File: src/rtl/sync_filter.sv
// sync_filter: multi-channel asynchronous level synchroniser with an optional
// persistence filter and registered edge pulses. One instance can serve every
// asynchronous input of a block: buttons, switches, status pins or flags from
// another clock domain.
//
// Parameters
//   CHANNELS       number of independent channels
//   STAGES         synchroniser flop depth per channel (>= 2)
//   FILTER_CYCLES  cycles a new synchronised value must hold before dout
//                  accepts it (1 = no filtering)
//   RESET_VAL      per-channel reset value of chain flops and dout
//
// Ports
//   clk      system clock, rising edge
//   resetn   asynchronous active-low reset
//   din      asynchronous level inputs
//   dout     synchronised, filtered levels (registered)
//   rise     one-cycle pulse with the edge where dout[i] goes 0->1
//   fall     one-cycle pulse with the edge where dout[i] goes 1->0
//   changed  registered OR of all rise/fall bits
module sync_filter #(
   parameter int                  CHANNELS      = 4,
   parameter int                  STAGES        = 2,
   parameter int                  FILTER_CYCLES = 1,
   parameter logic [CHANNELS-1:0] RESET_VAL     = '0
) (
   input  logic                clk,
   input  logic                resetn,
   input  logic [CHANNELS-1:0] din,
   output logic [CHANNELS-1:0] dout,
   output logic [CHANNELS-1:0] rise,
   output logic [CHANNELS-1:0] fall,
   output logic                changed
);

   localparam int CNT_W = (FILTER_CYCLES > 1) ? $clog2(FILTER_CYCLES) : 1;
   localparam logic [CNT_W-1:0] CNT_MAX = CNT_W'(FILTER_CYCLES - 1);

   if (STAGES < 2) begin : g_bad_stages
      $error("sync_filter: STAGES must be at least 2");
   end
   if (FILTER_CYCLES < 1) begin : g_bad_filter
      $error("sync_filter: FILTER_CYCLES must be at least 1");
   end

   logic [CHANNELS-1:0] sync_lvl;
   logic [CHANNELS-1:0] upd;
   logic [CHANNELS-1:0] rise_nxt;
   logic [CHANNELS-1:0] fall_nxt;

   for (genvar i = 0; i < CHANNELS; i++) begin : g_ch
      (* ASYNC_REG = "TRUE" *) logic [STAGES-1:0] chain;
      logic [CNT_W-1:0] cnt;

      // Pure flop chain; nothing may sit between these stages.
      always_ff @(posedge clk or negedge resetn) begin
         if (!resetn) begin
            chain <= {STAGES{RESET_VAL[i]}};
         end else begin
            chain <= {chain[STAGES-2:0], din[i]};
         end
      end

      assign sync_lvl[i] = chain[STAGES-1];

      // Counts consecutive cycles the synchronised level disagrees with dout.
      // Any agreement clears it, so separate excursions never add up.
      assign upd[i] = (sync_lvl[i] != dout[i]) && (cnt == CNT_MAX);

      always_ff @(posedge clk or negedge resetn) begin
         if (!resetn) begin
            cnt <= '0;
         end else if ((sync_lvl[i] == dout[i]) || (cnt == CNT_MAX)) begin
            cnt <= '0;
         end else begin
            cnt <= cnt + 1'b1;
         end
      end
   end

   always_comb begin
      rise_nxt = upd & sync_lvl;
      fall_nxt = upd & ~sync_lvl;
   end

   always_ff @(posedge clk or negedge resetn) begin
      if (!resetn) begin
         dout    <= RESET_VAL;
         rise    <= '0;
         fall    <= '0;
         changed <= 1'b0;
      end else begin
         dout    <= (dout & ~upd) | (sync_lvl & upd);
         rise    <= rise_nxt;
         fall    <= fall_nxt;
         changed <= |(rise_nxt | fall_nxt);
      end
   end

endmodule

File: config.mk
export PLATFORM = sky130hd
export DESIGN_NAME = sync_filter
export DESIGN_NICKNAME = d
export VERILOG_FILES = /design/src/rtl/sync_filter.sv
export SDC_FILE = /design/constraint.sdc
export NUM_CORES = 1
export LEC_CHECK = 0
export ABC_CLOCK_PERIOD_IN_PS = 1130
export CORE_MARGIN = 10
export CORE_UTILIZATION = 45
export CTS_BUF_LIST = sky130_fd_sc_hd__clkbuf_2
export CTS_CLUSTER_SIZE = 28
export DETAILED_ROUTE_END_ITERATION = 8
export HOLD_SLACK_MARGIN = 0.1
export PLACE_DENSITY = 0.71
export RECOVER_POWER = 25
export SKIP_LAST_GASP = 1
export SLEW_MARGIN = 40
export SYNTH_ARGS = -nofsm -noshare
export SYNTH_HDL_FRONTEND = slang
export SYNTH_SLANG_ARGS = --single-unit
File: constraint.sdc
create_clock -name clk -period 1.13 [get_ports clk]
set_input_delay 0.226 -clock clk [delete_from_list [all_inputs] [get_ports clk]]
set_output_delay 0.226 -clock clk [all_outputs]
set_load 0.1 [all_outputs]
=== Yosys cells after proc, flatten, opt, wreduce, memory -nomap -nowiden ===
Cells that the tools add are included.

* Register bits: 25
* Bits of input ports: 6
* Output and inout bits: 13
* Word-level logic and storage cells: 48

* Add/subtract/negate cells: 4
* Equal/unequal tests: 8
* Muxes and demuxes: 4
* Bitwise gates (word level): 11
* Reduce and logical (&&, ||, !) cells: 9

{| class="wikitable"
|+ Operators by type and width
! kind !! count
|-
| AND 4 bit || 3
|-
| inverter 4 bit || 2
|-
| bitwise OR 4 bit || 2
|-
| adder 1 bit (second input constant) || 4
|-
| equality test 1 bit || 4
|-
| logical AND 1 bit || 4
|-
| logical OR 1 bit || 4
|-
| 2-to-1 mux 1 bit || 4
|-
| inequality test 1 bit || 4
|-
| inverter 1 bit || 4
|-
| OR reduction 4 bit || 1
|}

=== Logic depth before layout (Yosys ltp) ===
* Word-level depth: 5
* Depth in mapped cells: 3
* Mapped depth without buffers: 3

=== Worst setup path before layout ===
No wires, ideal clock.

* Kind: flip-flop to flip-flop
* Start point: register (tool-made name)
* End point: register changed
* Library setup time: 0.134 ns
* Arrival time: 1.376 ns
* Data required time: 0.996 ns
* Slack: -0.380 ns
* Stages on the path, launching flop included: 4
* Period minus slack after synthesis: 1.510 ns
* Path through: dfrtp_1 -> xnor2_1 -> o22a_1 -> o221ai_2

{| class="wikitable"
|+ RTL lines
! item !! line !! text
|-
| to (signal assigned) || 96 || <nowiki>changed <= |(rise_nxt | fall_nxt);</nowiki>
|-
| to (decl) || 33 || <nowiki>output logic changed</nowiki>
|}

==> impl_metrics.sql <==
INSERT INTO impl_metrics (metric_group, metric, value, unit) VALUES
('floorplan', 'std_cell_rows', '15', ''),
('floorplan', 'coreArea', '1690', 'µm²'),
('detailed_routing', 'wirelength', '1370', 'µm'),
('floorplan', 'fp.dieW', '61.9', 'µm'),
('yosys', 'post_synth_inst_count', '48', ''),
('yosys', 'postSynthAreaPerCell', '16.5', 'µm²'),
('global_route', 'grt_usage', '0.0828', ''),
('placed_design', 'placement.io_buffers', '18', ''),
('sta', 'post-route-min-period', '1.26', 'ns'),
('floorplan', 'initial_utilization', '0.468', ''),
('yosys', 'flop_and_latch_count_out_of_synthesis', '25', ''),
('pwr', 'power_per_cell_area', '1540', 'nW/µm²'),
('global_route', 'grt_max_degree', '26', ''),
('worst_setup_path', 'timing.critical_path.required', '0.90', 'ns'),
('outcome', 'run_status', 'finished with violations', ''),
('sta', 'finalCritPeriodShare', '1.11', ''),
('final_layout', 'final_net_count', '85', ''),
('final_layout', 'layout_commonest_cell', 'dfrtp_1', ''),
('outcome', 'violations', 'negative setup slack', ''),
('floorplan', 'ioPinCount', '19', ''),
('global_route', 'first_global_vias', '498', ''),
('worst_setup_path', 'setup.reg_to_reg.worst_slack', '-0.03', 'ns'),
('floorplan', 'fp.dieArea', '3830', 'µm²'),
('global_route', 'global_route_wire_length_before_repair', '2330', 'µm'),
('worst_setup_path', 'worstPathBufferInverterCount', '1', ''),
('clocking', 'cts.clk_slew.worst_paths', '0.21', 'ns'),
('worst_setup_path', 'timing.critical_path.fanout_max', '2', ''),
('detailed_routing', 'drt-pass1-iter-count', '4', ''),
('sta', 'timing.fmax', '796', 'MHz'),
('clocking', 'cts_root_buf', 'clkbuf_2', ''),
('clocking', 'cts_buffers', '3', ''),
('clocking', 'worst_skew_pair.late_latency', '0.32', 'ns'),
('sta', 'final.setup_skew', '0.00182', 'ns'),
('pwr', 'static-leakage-power', '0.545', 'nW'),
('floorplan', 'die_height', '61.9', 'µm'),
('sta', 'rsz0062_at_grt', 'true', ''),
('clocking', 'clock_sinks', '25', ''),
('flow_run', 'cap_violations', '0', ''),
('sta', 'holdWs', '0.309', 'ns'),
('global_route', 'grt_antenna_before_repair', '0', ''),
('sta', 'final-max-slew-violation-count', '0', ''),
('placed_design', 'dp_hpwl', '998', 'µm'),
('detailed_routing', 'via_per_inst', '4.79', ''),
('final_layout', 'flow.area_growth_from_synthesis', '52.5', '%'),
('worst_setup_path', 'cp-end-kind', 'output port', ''),
('pwr', 'total_power', '1.86', 'mW'),
('min_path', 'min_path_type', 'input port to flip-flop', ''),
('sta', 'timing.final.hold_violations', '0', ''),
('final_layout', 'filler_cells', '109', ''),
('placed_design', 'pre_cts_slack', '0.0924', 'ns'),
('yosys', 'synth_sequential_area_ratio', '0.791', ''),
('clocking', 'hold_buffers', '0', ''),
('min_path', 'number_of_cells_on_the_worst_hold_path', '1', ''),
('sta', 'postLayoutSetupSlackWorst', '-0.126', 'ns'),
('global_route', 'overflow', '0', ''),
('sta', 'worstMarginPinSlew', '0.584', 'ns'),
('sta', 'max_slew_headroom', '0.611', ''),
('worst_setup_path', 'critical_path.cell_chain', 'buf_12', ''),
('min_path', 'hold_path_end', 'g_ch[3].chain[0]', ''),
('pwr', 'vdd_drop_max', '0.947', 'mV'),
('sta', 'report.final.setup_viol', '14', ''),
('worst_setup_path', 'critPathTopFamily', 'flip-flops', ''),
('detailed_routing', 'drt_first_iter_violations', '3', ''),
('final_layout', 'commonest_non_fill_non_tap_cells_in_the_layout', 'dfrtp_1, buf_12, nor3b_1', ''),
('min_path', 'hold_path.startpoint', 'din[3]', ''),
('detailed_routing', 'dr_total_vias', '455', ''),
('clocking', 'cts-root-to-sink-buffers', '2', ''),
('final_layout', 'register_area', '636', 'µm²'),
('detailed_routing', 'postRouteAntennaNets', '0', ''),
('yosys', 'synth.cell_area', '791', 'µm²'),
('worst_setup_path', 'worst-r2r-cell-count', '4', '');
where the power goes:
group / total (mW) / switching [mW] / internal [mW]
clock: 0.321 / 0.241 / 0.0803
combinational: 0.532 / 0.328 / 0.203
sequential: 1.01 / 0.0511 / 0.956
through the flow:
step	area (µm²)	utilization	std cells
after floorplan	812	-	51
after global placement	1160	0.689	87
after detailed placement	1160	0.689	87
after CTS	1210	0.719	95
after global routing	1210	0.714	95
final	1210	0.714	95
cell usage after synthesis, drive strengths merged:
library cell / count / share of area
conb: 1 / 0.0047
xnor2: 4 / 0.044
nand2: 4 / 0.019
nor2: 2 / 0.0095
nand2b: 2 / 0.016
mux2: 2 / 0.028
nor3b: 6 / 0.057
dfrtp: 25 / 0.79
o22a: 1 / 0.011
o221ai: 1 / 0.019
kinds of logic after synthesis:
kind of cell	share of synthesized area
other	0.00474
AOI/OAI and AO/OA	0.0301
and+or+nand+nor	0.101
xor gates and xnor gates	0.0443
muxes	0.0285
DFF	0.791
what timing repair did:
action / CTS / global route
pin swaps: 0 / 1
resized for setup: 0 / 1
setup buffers: 4 / 0
setup endpoints to repair: 13 / 14
layout make-up:
cell class / instances / area share
well taps: 17 / 0.0176
flip-flops and latches: 25 / 0.527
repair buffers: 23 / 0.286
multi-input cells: 26 / 0.152
clock buffers: 3 / 0.0124
clock inverters: 1 / 0.00415
worst max path at each step:
stage	start	endpoint	slack [ns]	cells after the start
CTS	flip-flop	dout[0]	-0.15	1
finish	flip-flop	dout[0]	-0.13	1
detailed placement	flip-flop	changed	0.09	3
floorplan	flip-flop	changed	-0.01	3
global placement	flip-flop	changed	0.13	3
global route	flip-flop	dout[0]	-0.19	1
metal layers:
layer,vias up,global-route usage,wire length (µm),part of all wire
met1,224,0.0933,510,0.37
met5,-,0,0,0
met3,2,0.0244,107,0.078
met2,17,0.141,740,0.54
met4,0,0.0382,12,0.0088
li1,212,-,-,-
Power figures use the tool's default switching activity.
